## config.mk

```make
export PLATFORM = sky130hd
export DESIGN_NAME = wb_rr_arbiter
export DESIGN_NICKNAME = d
export VERILOG_FILES = /design/src/rtl/wb_rr_arbiter.sv
export SDC_FILE = /design/constraint.sdc
export NUM_CORES = 1
export LEC_CHECK = 0
export ABC_AREA = 1
export CAP_MARGIN = 20
export CORE_AREA = 3 3 109 111
export DETAILED_ROUTE_END_ITERATION = 12
export DIE_AREA = 0 0 112 114
export SYNTH_ARGS = -nofsm -noshare
export SYNTH_HDL_FRONTEND = slang
export SYNTH_SLANG_ARGS = --single-unit
```

## constraint.sdc

```tcl
create_clock -name clock -period 2.4 [get_ports clock]
set_clock_uncertainty 0.2 [all_clocks]
set_input_delay 0.36 -clock clock [delete_from_list [all_inputs] [get_ports clock]]
set_output_delay 0.36 -clock clock [all_outputs]
set_load 0.005 [all_outputs]
```

## src/rtl/wb_rr_arbiter.sv

```systemverilog
// wb_rr_arbiter: shares one Wishbone target among N_INIT initiators.
// Round-robin grant held for a whole cyc tenure, with a watchdog that aborts
// any beat the target never terminates so a hung target cannot wedge the bus.
module wb_rr_arbiter #(
  parameter int unsigned N_INIT  = 2,
  parameter int unsigned ADDR_W  = 32,
  parameter int unsigned DATA_W  = 32,
  parameter int unsigned TIMEOUT = 16
) (
  input  logic                           clock,
  input  logic                           reset,
  input  logic [N_INIT-1:0]              i_cyc,
  input  logic [N_INIT-1:0]              i_stb,
  input  logic [N_INIT-1:0]              i_we,
  input  logic [N_INIT*ADDR_W-1:0]       i_adr,
  input  logic [N_INIT*DATA_W-1:0]       i_dat_w,
  input  logic [N_INIT*(DATA_W/8)-1:0]   i_sel,
  output logic [DATA_W-1:0]              i_dat_r,
  output logic [N_INIT-1:0]              i_ack,
  output logic [N_INIT-1:0]              i_err,
  output logic                           t_cyc,
  output logic                           t_stb,
  output logic                           t_we,
  output logic [ADDR_W-1:0]              t_adr,
  output logic [DATA_W-1:0]              t_dat_w,
  output logic [DATA_W/8-1:0]            t_sel,
  input  logic [DATA_W-1:0]              t_dat_r,
  input  logic                           t_ack,
  input  logic                           t_err,
  output logic [N_INIT-1:0]              gnt
);

  localparam int unsigned IDX_W = (N_INIT > 1) ? $clog2(N_INIT) : 1;
  localparam int unsigned SEL_W = DATA_W / 8;
  localparam int unsigned WD_W  = (TIMEOUT > 1) ? $clog2(TIMEOUT) : 1;

  typedef enum logic [1:0] {
    ST_IDLE  = 2'd0,
    ST_BUS   = 2'd1,
    ST_ABORT = 2'd2,
    ST_DRAIN = 2'd3
  } state_t;

  state_t             state_q, state_d;
  logic [N_INIT-1:0]  gnt_q,   gnt_d;
  logic [IDX_W-1:0]   last_q,  last_d;
  logic [WD_W-1:0]    wdog_q,  wdog_d;

  logic               pick_vld;
  logic [IDX_W-1:0]   pick_idx;
  logic [IDX_W-1:0]   cand;

  logic               cur_cyc;
  logic               cur_stb;
  logic               cur_we;
  logic [ADDR_W-1:0]  cur_adr;
  logic [DATA_W-1:0]  cur_dat_w;
  logic [SEL_W-1:0]   cur_sel;

  // Round-robin pick: first requester after the last owner, wrapping.
  always_comb begin
    pick_vld = 1'b0;
    pick_idx = '0;
    cand     = '0;
    for (int unsigned k = 1; k <= N_INIT; k++) begin
      cand = IDX_W'((32'(last_q) + k) % N_INIT);
      if (!pick_vld && i_cyc[cand]) begin
        pick_vld = 1'b1;
        pick_idx = cand;
      end
    end
  end

  // Select the current owner's signals; last_q always names the owner.
  always_comb begin
    cur_cyc   = 1'b0;
    cur_stb   = 1'b0;
    cur_we    = 1'b0;
    cur_adr   = '0;
    cur_dat_w = '0;
    cur_sel   = '0;
    for (int unsigned k = 0; k < N_INIT; k++) begin
      if (last_q == IDX_W'(k)) begin
        cur_cyc   = i_cyc[k];
        cur_stb   = i_stb[k];
        cur_we    = i_we[k];
        cur_adr   = i_adr[k*ADDR_W +: ADDR_W];
        cur_dat_w = i_dat_w[k*DATA_W +: DATA_W];
        cur_sel   = i_sel[k*SEL_W +: SEL_W];
      end
    end
  end

  // Bus-facing outputs: pass-through in BUS, forced quiet in reset and elsewhere.
  always_comb begin
    t_cyc   = 1'b0;
    t_stb   = 1'b0;
    i_ack   = '0;
    i_err   = '0;
    if (!reset) begin
      case (state_q)
        ST_BUS: begin
          t_cyc = cur_cyc;
          t_stb = cur_stb;
          i_ack = gnt_q & {N_INIT{t_ack & cur_stb}};
          i_err = gnt_q & {N_INIT{t_err & cur_stb}};
        end
        ST_ABORT: begin
          i_err = gnt_q;
        end
        default: begin
        end
      endcase
    end
    t_we    = cur_we;
    t_adr   = cur_adr;
    t_dat_w = cur_dat_w;
    t_sel   = cur_sel;
    i_dat_r = t_dat_r;
    gnt     = gnt_q;
  end

  // Next-state: arbitration, tenure tracking and watchdog.
  always_comb begin
    state_d = state_q;
    gnt_d   = gnt_q;
    last_d  = last_q;
    wdog_d  = '0;
    case (state_q)
      ST_IDLE: begin
        if (pick_vld) begin
          state_d = ST_BUS;
          gnt_d   = N_INIT'(1) << pick_idx;
          last_d  = pick_idx;
        end
      end
      ST_BUS: begin
        if (!cur_cyc) begin
          state_d = ST_IDLE;
          gnt_d   = '0;
        end else if (cur_stb && !t_ack && !t_err) begin
          // A terminating ack/err on the terminal cycle takes this branch's
          // else path, so it always beats the abort.
          if (wdog_q >= WD_W'(TIMEOUT - 1)) begin
            state_d = ST_ABORT;
          end else begin
            wdog_d = wdog_q + WD_W'(1);
          end
        end
      end
      ST_ABORT: begin
        state_d = ST_DRAIN;
      end
      ST_DRAIN: begin
        if (!cur_cyc) begin
          state_d = ST_IDLE;
          gnt_d   = '0;
        end
      end
      default: begin
        state_d = ST_IDLE;
        gnt_d   = '0;
      end
    endcase
  end

  // State registers with synchronous reset; initiator 0 wins first after reset.
  always_ff @(posedge clock) begin
    if (reset) begin
      state_q <= ST_IDLE;
      gnt_q   <= '0;
      last_q  <= IDX_W'(N_INIT - 1);
      wdog_q  <= '0;
    end else begin
      state_q <= state_d;
      gnt_q   <= gnt_d;
      last_q  <= last_d;
      wdog_q  <= wdog_d;
    end
  end

endmodule

```

==> reports/results.tsv, run 1 <==
metric	value	unit
hold_path.class	reg2reg	
final_cell_mix	228 x nand2_1, 216 x clkdlybuf4s50_1, 17 x nor2_1, 12 x inv_1, 9 x buf_4	
dr.pass1.iters	4	
r2r_end	state_q[0]	
setup.worst_path.class	reg2out	
maxCapViolCount	0	
holdWs	0.244	ns
slew_headroom	80.8	%
drive_above_1_share	3.95	%
slowest_stage	clkdlybuf4s50_1	
synthCells	343	
num_antenna_cells	0	
max_stage_delay	0.57	ns
grt_use_met1	12.5	%
worst_pin_slew	0.289	ns
grt_usage	11.9	%
wl_per_cell	12.8	µm
crit_end	t_sel[0]	
final_common_cell	nand2_1	
initial_core_util	15.4	%
fin_crit	2.23	ns
status	finished clean	
cts_made_buffers	3	
grt_max_degree	48	
root_buffer	clkbuf_8	
syn_to_final_growth	134	%
coreArea	10900	µm²
clock.fmax	0.448	GHz
syn-num-nets	526	
grt.busiest_layer	met2	
overflow	0	
r2r_setup_slack	0.74	ns
design_area	3920	µm²
place_ws	-0.0519	ns
vdd_ir_drop_max	0.286	mV
design.die.area	12800	µm²
nNetsFinal	716	
rows	38	
postLayoutCoreUtil	36.0	%
drtAntennaViolNets	0	
grt_pass1_vias	2544	
worst_slack	0.170	ns
die_w	112	µm
cts_tree	built	
synth.distinct_cells	25	
ios	287	
setup_tns	0	ns
power.density	720	nW/µm²
worstPathArrival	1.67	ns
via_per_inst	3.89	
cts-htree-levels	1	
drc	0	
globalplace.congestion	0.790	
gr-usage-met2	23.3	%
grt_pass1_wl	12600	µm
hold_violations	0	
seq_area_frac_synth	10.8	%
yosysWarnings	0	
dr_total_vias	2615	
fillCellCount	1203	
start_kind	flop	
cpMostUsedCell	nand2_1	
use_met3	4.24	%
finalSetupViolations	0	
p_leak	1.93	nW
io_buffers	222	
avgSynthCellArea	4.88	µm²
hpwl	7570	µm
cts.path.max_buffers	2	
fin_crit_sh	92.9	%
worstSkewPairLatency	0.23	ns
drt-initial-drc-count	75	
clk_pin_slew	0.05	ns
rsz0062_at_grt	false	
antenna_found_initial	0	
wirelength	8630	µm
slew_viol_final	0	
r2r_cells	8	
cp-end-kind	output pin	
ys_ff_latch	9	
worstPathMaxFanout	29	
startpoint	last_q	
cp_cell_sequence	buf_4, nand2_1, nand2_1, clkdlybuf4s50_1	
clock_sinks	9	
die_h	114	µm
dpl_cell_area	3860	µm²
post_cts_buffers	0	
crit_required	1.84	ns
syn-cell-area	1680	µm²
[power breakdown]
part / internal [mW] / leakage [nW] / switching, mW / total, mW
Combinational: 1.33 / 1.84 / 1.09 / 2.42
Clock: 0.116 / 0.0228 / 0.0579 / 0.173
Sequential: 0.189 / 0.0734 / 0.0433 / 0.233
Total: 1.63 / 1.93 / 1.19 / 2.82
[Yosys cell counts, drive strengths merged]
cell | instances | area share, %
nand3b | 1 | 0.45
nor3 | 5 | 2.5
dfxtp | 9 | 11
o31ai | 2 | 0.90
nor2 | 18 | 4.2
clkbuf | 12 | 2.7
inv | 13 | 2.9
o211ai | 1 | 0.45
nand4 | 1 | 0.37
xor2 | 1 | 0.52
nand3 | 6 | 1.8
nand2 | 230 | 52
o21ai | 2 | 0.60
a21oi | 1 | 0.30
buf | 35 | 15
ha | 5 | 3.7
o2111ai | 1 | 0.90
[through the flow]
stage,instances,total power [mW]
6_report,672,2.82
3_5_place_dp,668,2.70
3_3_place_gp,668,2.67
5_1_grt,672,3.09
4_1_cts,672,2.89
2_1_floorplan,343,1.24
[cells by family (layout without fill, tap and decap cells)]
family / Yosys count / in the layout / share of synthesized area (%)
DFF: 9 / 9 / 10.8
adders and majority gates: 5 / 5 / 3.73
buffers and inverters: 60 / 249 / 20.9
and+or+nand+nor: 261 / 261 / 60.9
AOI/OAI and AO/OA: 7 / 7 / 3.14
xor gates and xnor gates: 1 / 1 / 0.523
[final cells by class]
| cell class | count | area [µm²] | area share (%) |
|---|---|---|---|
| repair buffers | 232 | 2320 | 59.3 |
| multi-input cells | 274 | 1150 | 29.3 |
| flip-flops and latches | 9 | 181 | 4.63 |
| well taps | 140 | 175 | 4.47 |
| inverters | 13 | 48.8 | 1.24 |
| clock buffers | 4 | 45.0 | 1.15 |
[how the worst min path moves through the flow]
stage	cells past startpoint	end	startpoint
after global placement	1	wdog_q[0]	wdog_q[0]
after global routing	1	wdog_q[0]	wdog_q[0]
after CTS	1	wdog_q[0]	wdog_q[0]
after floorplan	1	wdog_q[0]	wdog_q[0]
after detailed placement	1	wdog_q[0]	wdog_q[0]
final	1	wdog_q[0]	wdog_q[0]
[critical path: cells and delay by family, from the launching register on]
| family | cells | cell delay [ns] |
|---|---|---|
| buf+inv | 2 | 0.88 |
| flops | 1 | 0.38 |
| simple gates | 2 | 0.16 |
[routing by layer]
| layer | part of all wire [%] | vias to the layer above | routed length, µm |
|---|---|---|---|
| met1 | 36 | 1097 | 3150 |
| met4 | 0.49 | 0 | 42 |
| met2 | 53 | 133 | 4580 |
| met3 | 9.9 | 8 | 858 |
| met5 | 0 | - | 0 |
| li1 | - | 1377 | - |
[repair_timing]
item,CTS,global route
endpoints found under the hold margin,0,0
hold buffers,0,0
gates cloned,0,0
endpoints found under the setup margin,3,6
resized for setup,2,6
(Power assumes the default switching activity.)
==> run 2, diff against run 1 <==
- TNS_END_PERCENT: default -> 30
==> results of run 2 <==
Same layout as run 1: the final DEF is identical, and so are final timing and power.
==> run 3, diff against run 2 <==
- CAP_MARGIN: 20 -> default
- clock period: 2.4 -> 2.7 ns (I/O delays scaled with it)
==> reports/results.tsv, run 3 (same netlist as run 1, synthesis figures left out) <==
metric	value	unit
maxCapViolCount	0	
fillCellCount	1166	
grt_usage	11.5	%
overflow	0	
cpMostUsedCell	nand2_1	
grt_max_degree	48	
post_cts_resize_count	0	
vdd_ir_drop_max	0.301	mV
cp_cell_sequence	clkdlybuf4s50_1, nand2_1, nand2_1, buf_4, nand2_1, nor3_1, clkdlybuf4s50_1	
slowest_stage	clkdlybuf4s50_1	
post_cts_buffers	0	
wirelength	8420	µm
cts-htree-levels	1	
setup.worst_path.class	in2out	
status	finished clean	
power.density	637	nW/µm²
cp-end-kind	output pin	
initial_core_util	15.4	%
hold_path.class	reg2reg	
postCtsHoldBufs	0	
drive_above_1_share	3.03	%
root_buffer	clkbuf_8	
worstSkewPairLatency	0.23	ns
hold_violations	0	
wl_per_cell	12.6	µm
setup_tns	0	ns
crit_required	2.10	ns
startpoint	i_stb[1]	
drt-initial-drc-count	72	
final_common_cell	nand2_1	
slew_viol_final	0	
fin_crit_sh	93.6	%
crit_end	i_ack[0]	
rsz0062_at_grt	false	
max_stage_delay	0.54	ns
p_leak	1.80	nW
via_per_inst	3.91	
r2r_cells	9	
start_kind	primary input	
r2r_end	state_q[0]	
clk_pin_slew	0.04	ns
worst_pin_slew	0.461	ns
io_buffers	222	
dr_total_vias	2613	
r2r_setup_slack	1.02	ns
clock.fmax	0.396	GHz
hpwl	7400	µm
dr.pass1.iters	4	
fin_crit	2.53	ns
globalplace.congestion	0.817	
cts.path.max_buffers	2	
clock_sinks	9	
syn_to_final_growth	131	%
holdWs	0.247	ns
finalSetupViolations	0	
rows	38	
ios	287	
die_h	114	µm
nNetsFinal	712	
r2r-start	last_q	
die_w	112	µm
antenna_found_initial	0	
cts_made_buffers	3	
drtAntennaViolNets	0	
worstPathMaxFanout	3	
slew_headroom	69.2	%
num_antenna_cells	0	
worstPathArrival	1.92	ns
grt_pass1_vias	2451	
drc	0	
final_cell_mix	229 x nand2_1, 222 x clkdlybuf4s50_1, 17 x nor2_1, 12 x inv_1, 8 x dfxtp_1	
coreArea	10900	µm²
design.die.area	12800	µm²
grt_pass1_wl	12200	µm
cts_tree	built	
==> run 3: how the worst min path moves through the flow <==
| stage | cells after the start | end | start | slack [ns] |
|---|---|---|---|---|
| 5_1_grt | 1 | wdog_q[0] | wdog_q[0] | 0.26 |
| 4_1_cts | 1 | wdog_q[0] | wdog_q[0] | 0.25 |
| 2_1_floorplan | 1 | wdog_q[0] | wdog_q[0] | 0.22 |
| 3_3_place_gp | 1 | wdog_q[0] | wdog_q[0] | 0.23 |
| 3_5_place_dp | 1 | wdog_q[0] | wdog_q[0] | 0.24 |
| 6_report | 1 | wdog_q[0] | wdog_q[0] | 0.25 |
==> run 3: per-layer routing <==
layer / track usage (%) / wire, µm
met5: 0 / 0
met4: 2.40 / 99
met3: 4.56 / 983
met2: 21.8 / 4390
met1: 12.1 / 2950
==> run 3: per-stage QoR <==
stage | power, mW | util [%] | std cells | instance area (µm²) | setup slack (ns)
finish | 2.46 | 35.5 | 668 | 3860 | 0.174
detailed placement | 2.33 | 35.1 | 664 | 3820 | 0.158
global route | 2.69 | 35.5 | 668 | 3860 | 0.0503
floorplan | 1.10 | - | 343 | 1680 | 1.08
global placement | 2.32 | 35.1 | 664 | 3820 | 0.170
CTS | 2.50 | 35.5 | 668 | 3860 | 0.158
==> run 3: power by group <==
group          internal, mW  switching, mW  total, mW
clock network         0.103         0.0512      0.154
registers             0.169         0.0409      0.209
logic                  1.14          0.956       2.10
==> run 3: final cells by class <==
cell class                      count  area, µm²  share of cell area [%]
Inverter                           13       48.8                    1.26
Clock buffer                        4       45.0                    1.17
Sequential cell                     9        181                    4.70
Timing Repair Buffer              228       2270                    58.7
Multi-Input combinational cell    274       1140                    29.6
Tap cell                          140        175                    4.54
==> run 3: worst max-delay path, delay by kind of cell <==
family	cells	cell delay, ns
AND/OR/NAND/NOR	4	0.39
buffers and inverters	3	1.13
